$ cat src/rtl/wb_commit_if.sv
// ============================================================================
// Module   : wb_commit_if
// Purpose  : MEM->WB entry, register-file, CP0 and forwarding bundle for
//            wb_commit_stage.
// Revision : 1.0 - initial release
// ============================================================================
`default_nettype none

interface wb_commit_if #(
    parameter int DATA_W   = 32,
    parameter int DEPTH    = 2,
    parameter int EXCODE_W = 5
);
    localparam int c_cnt_w = $clog2(DEPTH) + 1;

    logic                  ms_to_ws_valid;
    logic                  ws_allowin;
    logic [31:0]           ms_pc;
    logic [DATA_W/8-1:0]   ms_gr_we;
    logic [4:0]            ms_dest;
    logic [DATA_W-1:0]     ms_result;
    logic                  ms_res_from_cp0;
    logic                  ms_mtc0;
    logic [4:0]            ms_cp0_addr;
    logic [DATA_W-1:0]     ms_rt_value;
    logic                  ms_ex;
    logic [EXCODE_W-1:0]   ms_excode;
    logic [31:0]           ms_badvaddr;
    logic                  ms_bd;
    logic                  ms_eret;
    logic                  rf_ready;
    logic [DATA_W/8-1:0]   rf_we;
    logic [4:0]            rf_waddr;
    logic [DATA_W-1:0]     rf_wdata;
    logic [4:0]            cp0_addr;
    logic [DATA_W-1:0]     cp0_rdata;
    logic                  cp0_mtc0_we;
    logic [DATA_W-1:0]     cp0_wdata;
    logic                  cp0_ex;
    logic [EXCODE_W-1:0]   cp0_excode;
    logic [31:0]           cp0_badvaddr;
    logic                  cp0_bd;
    logic [31:0]           cp0_pc;
    logic                  cp0_eret;
    logic                  ws_flush;
    logic                  fwd_valid;
    logic [4:0]            fwd_dest;
    logic [DATA_W-1:0]     fwd_data;
    logic [c_cnt_w-1:0]    ws_pending;

    modport master (
        output ms_to_ws_valid, ms_pc, ms_gr_we, ms_dest, ms_result,
               ms_res_from_cp0, ms_mtc0, ms_cp0_addr, ms_rt_value, ms_ex,
               ms_excode, ms_badvaddr, ms_bd, ms_eret, rf_ready, cp0_rdata,
        input  ws_allowin, rf_we, rf_waddr, rf_wdata, cp0_addr, cp0_mtc0_we,
               cp0_wdata, cp0_ex, cp0_excode, cp0_badvaddr, cp0_bd, cp0_pc,
               cp0_eret, ws_flush, fwd_valid, fwd_dest, fwd_data, ws_pending
    );

    modport slave (
        input  ms_to_ws_valid, ms_pc, ms_gr_we, ms_dest, ms_result,
               ms_res_from_cp0, ms_mtc0, ms_cp0_addr, ms_rt_value, ms_ex,
               ms_excode, ms_badvaddr, ms_bd, ms_eret, rf_ready, cp0_rdata,
        output ws_allowin, rf_we, rf_waddr, rf_wdata, cp0_addr, cp0_mtc0_we,
               cp0_wdata, cp0_ex, cp0_excode, cp0_badvaddr, cp0_bd, cp0_pc,
               cp0_eret, ws_flush, fwd_valid, fwd_dest, fwd_data, ws_pending
    );
endinterface

`default_nettype wire

$ cat src/rtl/wb_commit_stage.sv
// ============================================================================
// Module   : wb_commit_stage
// Purpose  : In-order retire queue committing to a stallable RF port and CP0;
//            optional commit trace outputs enabled by macro WB_TRACE_EN.
// Revision : 1.0 - initial release
// ============================================================================
`default_nettype none

module wb_commit_stage #(
    parameter int DATA_W   = 32,
    parameter int DEPTH    = 2,
    parameter int EXCODE_W = 5
) (
    input  wire         clk,
    input  wire         reset,
    wb_commit_if.slave  bus
`ifdef WB_TRACE_EN
    ,
    output logic [31:0]         debug_wb_pc,
    output logic [DATA_W/8-1:0] debug_wb_rf_wen,
    output logic [4:0]          debug_wb_rf_wnum,
    output logic [DATA_W-1:0]   debug_wb_rf_wdata
`endif
);
    localparam int c_nb    = DATA_W / 8;
    localparam int c_ptr_w = (DEPTH > 1) ? $clog2(DEPTH) : 1;
    localparam int c_cnt_w = $clog2(DEPTH) + 1;

    typedef enum logic [0:0] {
        S_RUN   = 1'b0,
        S_FLUSH = 1'b1
    } state_t;

    typedef struct packed {
        logic [31:0]         pc;
        logic [c_nb-1:0]     gr_we;
        logic [4:0]          dest;
        logic [DATA_W-1:0]   result;
        logic                res_from_cp0;
        logic                mtc0;
        logic [4:0]          cp0_addr;
        logic [DATA_W-1:0]   rt_value;
        logic                ex;
        logic [EXCODE_W-1:0] excode;
        logic [31:0]         badvaddr;
        logic                bd;
        logic                eret;
    } entry_t;

    state_t               r_state;
    entry_t               r_q [DEPTH];
    logic [c_ptr_w-1:0]   r_rd_ptr;
    logic [c_ptr_w-1:0]   r_wr_ptr;
    logic [c_cnt_w-1:0]   r_count;

    entry_t               w_head;
    entry_t               w_new;
    logic                 w_nonempty;
    logic                 w_no_rf;
    logic                 w_commit;
    logic                 w_flush;
    logic                 w_allowin;
    logic                 w_push;
    logic [c_nb-1:0]      w_rf_we;
    logic [DATA_W-1:0]    w_rf_wdata;

    function automatic logic [c_ptr_w-1:0] f_next(input logic [c_ptr_w-1:0] p);
        return (p == c_ptr_w'(DEPTH - 1)) ? '0 : p + c_ptr_w'(1);
    endfunction

    assign w_new = '{pc: bus.ms_pc, gr_we: bus.ms_gr_we, dest: bus.ms_dest,
                     result: bus.ms_result, res_from_cp0: bus.ms_res_from_cp0,
                     mtc0: bus.ms_mtc0, cp0_addr: bus.ms_cp0_addr,
                     rt_value: bus.ms_rt_value, ex: bus.ms_ex,
                     excode: bus.ms_excode, badvaddr: bus.ms_badvaddr,
                     bd: bus.ms_bd, eret: bus.ms_eret};

    assign w_head     = r_q[r_rd_ptr];
    assign w_nonempty = (r_count != '0);
    // Entries that write no GPR (or will trap) retire even while the RF port is busy.
    assign w_no_rf    = ~|w_head.gr_we || w_head.ex || w_head.eret;
    assign w_commit   = w_nonempty && (r_state == S_RUN) && (bus.rf_ready || w_no_rf);
    assign w_flush    = w_commit && (w_head.ex || w_head.eret);
    assign w_allowin  = ((r_count < c_cnt_w'(DEPTH)) || w_commit)
                        && (r_state == S_RUN) && !w_flush;
    assign w_push     = bus.ms_to_ws_valid && w_allowin;
    assign w_rf_we    = (w_commit && !w_head.ex && !w_head.eret) ? w_head.gr_we : '0;
    assign w_rf_wdata = w_head.res_from_cp0 ? bus.cp0_rdata : w_head.result;

    assign bus.ws_allowin   = w_allowin;
    assign bus.rf_we        = w_rf_we;
    assign bus.rf_waddr     = w_head.dest;
    assign bus.rf_wdata     = w_rf_wdata;
    assign bus.cp0_addr     = w_head.cp0_addr;
    assign bus.cp0_mtc0_we  = w_commit && w_head.mtc0 && !w_head.ex;
    assign bus.cp0_wdata    = w_head.rt_value;
    assign bus.cp0_ex       = w_commit && w_head.ex;
    assign bus.cp0_eret     = w_commit && w_head.eret && !w_head.ex;
    assign bus.cp0_excode   = w_head.excode;
    assign bus.cp0_badvaddr = w_head.badvaddr;
    assign bus.cp0_bd       = w_head.bd;
    assign bus.cp0_pc       = w_head.pc;
    assign bus.ws_flush     = w_flush;
    assign bus.fwd_valid    = w_nonempty && |w_head.gr_we && !w_head.ex;
    assign bus.fwd_dest     = w_head.dest;
    assign bus.fwd_data     = w_rf_wdata;
    assign bus.ws_pending   = r_count;

`ifdef WB_TRACE_EN
    assign debug_wb_pc       = w_head.pc;
    assign debug_wb_rf_wen   = w_rf_we;
    assign debug_wb_rf_wnum  = w_head.dest;
    assign debug_wb_rf_wdata = w_rf_wdata;
`endif

    // Payload storage carries no reset: r_count alone decides which slots are live.
    always_ff @(posedge clk) begin
        if (w_push) begin
            r_q[r_wr_ptr] <= w_new;
        end
    end

    always_ff @(posedge clk) begin
        if (reset) begin
            r_state  <= S_RUN;
            r_count  <= '0;
            r_rd_ptr <= '0;
            r_wr_ptr <= '0;
        end else begin
            r_state <= (r_state == S_RUN && w_flush) ? S_FLUSH : S_RUN;
            if (w_flush) begin
                // Younger entries are squashed by realigning the write pointer after the trapping head.
                r_count  <= '0;
                r_rd_ptr <= f_next(r_rd_ptr);
                r_wr_ptr <= f_next(r_rd_ptr);
            end else begin
                if (w_push) begin
                    r_wr_ptr <= f_next(r_wr_ptr);
                end
                if (w_commit) begin
                    r_rd_ptr <= f_next(r_rd_ptr);
                end
                r_count <= r_count + c_cnt_w'(w_push) - c_cnt_w'(w_commit);
            end
        end
    end
endmodule

`default_nettype wire
$ cat src/flat_wrapper.sv
// flat-port wrapper written by rule: the top's interface ports become plain ports
module wb_commit_stage_flat 
#(
    parameter int DATA_W   = 32,
    parameter int DEPTH    = 2,
    parameter int EXCODE_W = 5
)
  (clk, reset, bus_ms_to_ws_valid, bus_ms_pc, bus_ms_gr_we, bus_ms_dest, bus_ms_result, bus_ms_res_from_cp0, bus_ms_mtc0, bus_ms_cp0_addr, bus_ms_rt_value, bus_ms_ex, bus_ms_excode, bus_ms_badvaddr, bus_ms_bd, bus_ms_eret, bus_rf_ready, bus_cp0_rdata, bus_ws_allowin, bus_rf_we, bus_rf_waddr, bus_rf_wdata, bus_cp0_addr, bus_cp0_mtc0_we, bus_cp0_wdata, bus_cp0_ex, bus_cp0_excode, bus_cp0_badvaddr, bus_cp0_bd, bus_cp0_pc, bus_cp0_eret, bus_ws_flush, bus_fwd_valid, bus_fwd_dest, bus_fwd_data, bus_ws_pending);
  wb_commit_if #(.DATA_W(DATA_W), .DEPTH(DEPTH), .EXCODE_W(EXCODE_W)) bus_i ();
  input  wire clk;
  input  wire reset;
  input wire logic [$bits(bus_i.ms_to_ws_valid)-1:0] bus_ms_to_ws_valid;
  input wire logic [$bits(bus_i.ms_pc)-1:0] bus_ms_pc;
  input wire logic [$bits(bus_i.ms_gr_we)-1:0] bus_ms_gr_we;
  input wire logic [$bits(bus_i.ms_dest)-1:0] bus_ms_dest;
  input wire logic [$bits(bus_i.ms_result)-1:0] bus_ms_result;
  input wire logic [$bits(bus_i.ms_res_from_cp0)-1:0] bus_ms_res_from_cp0;
  input wire logic [$bits(bus_i.ms_mtc0)-1:0] bus_ms_mtc0;
  input wire logic [$bits(bus_i.ms_cp0_addr)-1:0] bus_ms_cp0_addr;
  input wire logic [$bits(bus_i.ms_rt_value)-1:0] bus_ms_rt_value;
  input wire logic [$bits(bus_i.ms_ex)-1:0] bus_ms_ex;
  input wire logic [$bits(bus_i.ms_excode)-1:0] bus_ms_excode;
  input wire logic [$bits(bus_i.ms_badvaddr)-1:0] bus_ms_badvaddr;
  input wire logic [$bits(bus_i.ms_bd)-1:0] bus_ms_bd;
  input wire logic [$bits(bus_i.ms_eret)-1:0] bus_ms_eret;
  input wire logic [$bits(bus_i.rf_ready)-1:0] bus_rf_ready;
  input wire logic [$bits(bus_i.cp0_rdata)-1:0] bus_cp0_rdata;
  output wire logic [$bits(bus_i.ws_allowin)-1:0] bus_ws_allowin;
  output wire logic [$bits(bus_i.rf_we)-1:0] bus_rf_we;
  output wire logic [$bits(bus_i.rf_waddr)-1:0] bus_rf_waddr;
  output wire logic [$bits(bus_i.rf_wdata)-1:0] bus_rf_wdata;
  output wire logic [$bits(bus_i.cp0_addr)-1:0] bus_cp0_addr;
  output wire logic [$bits(bus_i.cp0_mtc0_we)-1:0] bus_cp0_mtc0_we;
  output wire logic [$bits(bus_i.cp0_wdata)-1:0] bus_cp0_wdata;
  output wire logic [$bits(bus_i.cp0_ex)-1:0] bus_cp0_ex;
  output wire logic [$bits(bus_i.cp0_excode)-1:0] bus_cp0_excode;
  output wire logic [$bits(bus_i.cp0_badvaddr)-1:0] bus_cp0_badvaddr;
  output wire logic [$bits(bus_i.cp0_bd)-1:0] bus_cp0_bd;
  output wire logic [$bits(bus_i.cp0_pc)-1:0] bus_cp0_pc;
  output wire logic [$bits(bus_i.cp0_eret)-1:0] bus_cp0_eret;
  output wire logic [$bits(bus_i.ws_flush)-1:0] bus_ws_flush;
  output wire logic [$bits(bus_i.fwd_valid)-1:0] bus_fwd_valid;
  output wire logic [$bits(bus_i.fwd_dest)-1:0] bus_fwd_dest;
  output wire logic [$bits(bus_i.fwd_data)-1:0] bus_fwd_data;
  output wire logic [$bits(bus_i.ws_pending)-1:0] bus_ws_pending;
  assign bus_i.ms_to_ws_valid = bus_ms_to_ws_valid;
  assign bus_i.ms_pc = bus_ms_pc;
  assign bus_i.ms_gr_we = bus_ms_gr_we;
  assign bus_i.ms_dest = bus_ms_dest;
  assign bus_i.ms_result = bus_ms_result;
  assign bus_i.ms_res_from_cp0 = bus_ms_res_from_cp0;
  assign bus_i.ms_mtc0 = bus_ms_mtc0;
  assign bus_i.ms_cp0_addr = bus_ms_cp0_addr;
  assign bus_i.ms_rt_value = bus_ms_rt_value;
  assign bus_i.ms_ex = bus_ms_ex;
  assign bus_i.ms_excode = bus_ms_excode;
  assign bus_i.ms_badvaddr = bus_ms_badvaddr;
  assign bus_i.ms_bd = bus_ms_bd;
  assign bus_i.ms_eret = bus_ms_eret;
  assign bus_i.rf_ready = bus_rf_ready;
  assign bus_i.cp0_rdata = bus_cp0_rdata;
  assign bus_ws_allowin = bus_i.ws_allowin;
  assign bus_rf_we = bus_i.rf_we;
  assign bus_rf_waddr = bus_i.rf_waddr;
  assign bus_rf_wdata = bus_i.rf_wdata;
  assign bus_cp0_addr = bus_i.cp0_addr;
  assign bus_cp0_mtc0_we = bus_i.cp0_mtc0_we;
  assign bus_cp0_wdata = bus_i.cp0_wdata;
  assign bus_cp0_ex = bus_i.cp0_ex;
  assign bus_cp0_excode = bus_i.cp0_excode;
  assign bus_cp0_badvaddr = bus_i.cp0_badvaddr;
  assign bus_cp0_bd = bus_i.cp0_bd;
  assign bus_cp0_pc = bus_i.cp0_pc;
  assign bus_cp0_eret = bus_i.cp0_eret;
  assign bus_ws_flush = bus_i.ws_flush;
  assign bus_fwd_valid = bus_i.fwd_valid;
  assign bus_fwd_dest = bus_i.fwd_dest;
  assign bus_fwd_data = bus_i.fwd_data;
  assign bus_ws_pending = bus_i.ws_pending;
  wb_commit_stage #(.DATA_W(DATA_W), .DEPTH(DEPTH), .EXCODE_W(EXCODE_W)) u_core (.clk(clk), .reset(reset), .bus(bus_i));
endmodule
$ cat config.mk
export PLATFORM = sky130hd
export DESIGN_NAME = wb_commit_stage_flat
export DESIGN_NICKNAME = d
export VERILOG_FILES = /design/src/rtl/wb_commit_if.sv /design/src/rtl/wb_commit_stage.sv /design/src/flat_wrapper.sv
export SDC_FILE = /design/constraint.sdc
export NUM_CORES = 1
export LEC_CHECK = 0
export CORE_MARGIN = 5
export CORE_UTILIZATION = 35
export CTS_CLUSTER_SIZE = 40
export DETAILED_ROUTE_END_ITERATION = 12
export PLACE_DENSITY_LB_ADDON = 0.1
export REMOVE_ABC_BUFFERS = 1
export SYNTH_ARGS = -nofsm -noshare
export SYNTH_HDL_FRONTEND = slang
export SYNTH_SLANG_ARGS = --single-unit
$ cat constraint.sdc
create_clock -name clk -period 6.36 [get_ports clk]
set_clock_uncertainty 0.15 [all_clocks]
set_input_delay 1.272 -clock clk [delete_from_list [all_inputs] [get_ports clk]]
set_output_delay 1.272 -clock clk [all_outputs]
set_load 0.02 [all_outputs]
==> results.sh <==
export IMPL_path_buf_inv=2
export IMPL_die_area_sq_um=37800
export IMPL_gp_routability_congestion=0.756
export IMPL_drtAntennaViolNets=0
export IMPL_whs_path_depth=1
export IMPL_worst_slew_pin_slew_ns=1.11
export IMPL_ys_warnings_count=0
export IMPL_yosys_area_top_type="sky130_fd_sc_hd__edfxtp_1"
export IMPL_first_iter_violations=271
export IMPL_grt_start_max_net_pins=153
export IMPL_remaining_drc_errors=0
export IMPL_critPathLaunchType="input port"
export IMPL_worstReg2RegEnd="u_core.r_q[0][103]$_DFFE_PP_"
export IMPL_tritoncts="done"
export IMPL_synth_area_mux_share=0.140
export IMPL_worst_skew_pair_late_latency_ns=0.49
export IMPL_dieHeight_um=194
export IMPL_final_max_slew_violation_count=0
export IMPL_yosys_area_share_adder=0.00210
export IMPL_fin_ws_ns=1.72
export IMPL_max_cap_viol_count=0
export IMPL_global_route_total_overflow=0
export IMPL_clkSinkCount=310
export IMPL_post_synth_top_area_fraction=0.767
export IMPL_post_synth_and_or_nand_nor_area_fraction=0.0242
export IMPL_critPathTopFamily="buffers and inverters"
export IMPL_route_detailed_vias_per_inst=4.55
export IMPL_post_cts_setup_buffers=0
export IMPL_overall_fraction_of_global_route_tracks_in_use=0.143
export IMPL_post_synth_cell_area_avg_sq_um=18.6
export IMPL_vdd_ir_drop_max_v=0.000479
export IMPL_cp_max_fo=4
export IMPL_setup_reg_to_reg_worst_slack_ns=3.07
export IMPL_synth_cell_area_sq_um=11900
export IMPL_drt_first_pass_iters=4
export IMPL_ctsResizeCount=0
export IMPL_post_dp_hpwl_um=18700
export IMPL_effective_utilization_at_floorplan=0.355
export IMPL_final_min_period_over_clock_period=0.730
export IMPL_timing_final_hold_violations=0
export IMPL_r2r_start="u_core.r_q[1][116]$_DFFE_PP_"
export IMPL_setup_repair_after_global_routing_missed_its_margin="no"
export IMPL_dominantRegCellSynth="sky130_fd_sc_hd__edfxtp_1"
export IMPL_placement_setup_worst_slack_ns=1.73
export IMPL_worst_setup_path_type="in -> out"
export IMPL_synth_most_common_cell="sky130_fd_sc_hd__edfxtp_1"
export IMPL_final_setup_viol_count=0
export IMPL_power_per_cell_area_nw_per_um2=467
export IMPL_netlist_top_cells_area="sky130_fd_sc_hd__edfxtp_1, sky130_fd_sc_hd__mux2_2, sky130_fd_sc_hd__mux2i_1"
export IMPL_required_time_at_the_worst_slack_endpoint_ns=4.94
export IMPL_worstHoldPathType="reg -> reg"
export IMPL_finalWorstPathRequiredPeriod_ns=4.64
export IMPL_critPathArrivalTime_ns=3.22
export IMPL_cts_buffers_inserted=35
export IMPL_first_pass_grt_wire_length_um=42200
export IMPL_end_kind="output port"
export IMPL_number_of_vias_in_the_routed_layout=6714
export IMPL_synth_async_reset_ratio=0
export IMPL_slew_limit_headroom=0.263
export IMPL_grt_pass1_vias=6995
export IMPL_synth_seq_area_share=0.777
export IMPL_final_net_count=1191
export IMPL_crit_path_max_incr_delay_ns=0.61
export IMPL_wl_um=28200
export IMPL_leakage_nw=5.67
export IMPL_synthToLayoutAreaGrowth_pct=42.9
export IMPL_fill_cells=2848
export IMPL_cts_max_path_buffers=3
export IMPL_initial_antenna_violation_count=6
export IMPL_top_level_ports=381
export IMPL_synth_compound_area_frac=0.0214
export IMPL_synth_edf_count=304
export IMPL_core_area_sq_um=33500
export IMPL_cts_hold_fix_buffers=0
export IMPL_syn_instance_count=639
export IMPL_synth_cell_type_count=38
export IMPL_finalNonFillerCells=1477
export IMPL_cp_slowest_cell="sky130_fd_sc_hd__clkdlybuf4s50_1"
export IMPL_hold_path_endpoint="u_core.r_state$_SDFF_PP0_"
export IMPL_dp_cells=1412
export IMPL_status="complete, no violations"
export IMPL_critical_path_cell_chain="clkdlybuf4s50_1 > nor2_1 > a222oi_1 > nand2_1 > nor2_1 > clkdlybuf4s50_1"
export IMPL_synth_top_family_by_area="multiplexers"
export IMPL_routed_wire_length_per_instance_um=19.1
export IMPL_ys_seq_elements=310
export IMPL_cts_clk_slew_worst_paths_ns=0.06
export IMPL_fp_dieW_um=194
export IMPL_cts_htree_levels=2
export IMPL_synthXorXnorAreaFrac=0.00147
export IMPL_portBuffers=380
export IMPL_netlist_top_cells_count="sky130_fd_sc_hd__edfxtp_1, sky130_fd_sc_hd__mux2_2, sky130_fd_sc_hd__nor2_1"
export IMPL_min_delay_start="u_core.r_state$_SDFF_PP0_"
export IMPL_clockRootBuffer="sky130_fd_sc_hd__clkbuf_16"
export IMPL_std_cell_rows=67
export IMPL_r2r_worst_path_cells=5
export IMPL_layout_drive_gt1_share=0.165
export IMPL_maxClockFrequency_mhz=215
## cells by family (layout without fill, tap and decap cells)
family	after synthesis	in the layout
compound gates	44	44
xor+xnor	2	2
flops	310	310
simple gates	63	63
buf+inv	66	453
mux	152	152
fa+ha+maj	2	2
other cells	0	3
## through the flow
stage / setup TNS [ns] / power (mW) / hold slack [ns] / utilization / area (sq um)
after global placement: 0 / 6.26 / 0.428 / 0.477 / 16000
after detailed placement: 0 / 6.26 / 0.410 / 0.477 / 16000
final: 0 / 7.93 / 0.429 / 0.507 / 17000
after global routing: 0 / 8.32 / 0.471 / 0.507 / 17000
after floorplan: -1019.97 / 4.78 / 0.351 / - / 11500
after CTS: 0 / 8.08 / 0.418 / 0.507 / 17000
## per-layer routing
metal	up-vias	part of all wire	global-route usage	wire, um
met1	3235	0.40	0.173	11200
li1	3180	-	-	-
met2	239	0.49	0.237	13800
met5	-	0.0025	0	71
met4	10	0.018	0.0367	515
met3	50	0.093	0.0630	2620
## layout by cell type, fill, tap and decap left out, drive strengths merged, types with 2 or more instances in the layout
cell type | synthesis | layout
clkbuf | 14 | 48
mux2 | 114 | 114
nor2 | 46 | 46
mux2i | 38 | 38
edfxtp | 304 | 304
nor2b | 3 | 3
clkdlybuf4s50 | 0 | 380
diode | 0 | 3
clkinv | 1 | 11
buf | 46 | 5
ha | 2 | 2
a22oi | 3 | 3
or4 | 2 | 2
a21oi | 32 | 32
inv | 5 | 8
nand2 | 2 | 2
nor3 | 2 | 2
dfxtp | 6 | 6
## worst max path at each step
stage | startpoint | endpoint | slack [ns] | cells past startpoint
after floorplan | flip-flop | bus_fwd_data[0] | -3.20 | 2
final | bus_rf_ready | bus_rf_we[2] | 1.72 | 6
after detailed placement | bus_rf_ready | bus_rf_we[1] | 1.73 | 6
after global routing | flip-flop | bus_rf_wdata[4] | 1.55 | 5
after CTS | flip-flop | bus_fwd_data[4] | 1.65 | 5
after global placement | bus_rf_ready | bus_rf_we[0] | 1.72 | 6
## final cells by class
| cell class | instances | area (sq um) | area share |
|---|---|---|---|
| clock buffers | 48 | 925 | 0.0544 |
| flip-flops and latches | 310 | 9250 | 0.544 |
| well taps | 448 | 561 | 0.0330 |
| multi-input cells | 263 | 2270 | 0.133 |
| clock inverters | 14 | 78.8 | 0.00464 |
| diodes | 3 | 7.51 | 0.000442 |
| inverters | 6 | 28.8 | 0.00169 |
| repair buffers | 385 | 3880 | 0.228 |
## state kept, by name, summed over array words and instances (netlist names), named ones only
register / flops
u_core.bus.ws_pending: 2
u_core.r_wr_ptr: 1
u_core.r_rd_ptr: 1
u_core.r_state: 1
u_core.r_q: 304
## report_power, final
group / total, mW / leakage (nW) / internal [mW] / switching, mW
registers: 2.84 / 2.87 / 2.74 / 0.0930
logic: 3.32 / 2.31 / 1.53 / 1.79
clock network: 1.77 / 0.490 / 1.02 / 0.754
total: 7.93 / 5.67 / 5.30 / 2.63
## worst reg2reg max path, delay by kind of cell, from the launching register on
family | cells | cell delay, ns
AO/OA/AOI/OAI | 2 | 0.70
AND/OR/NAND/NOR | 2 | 0.83
flip-flops | 1 | 0.39
buffers and inverters | 1 | 0.50
No activity file was read; power rests on OpenSTA's default activity.
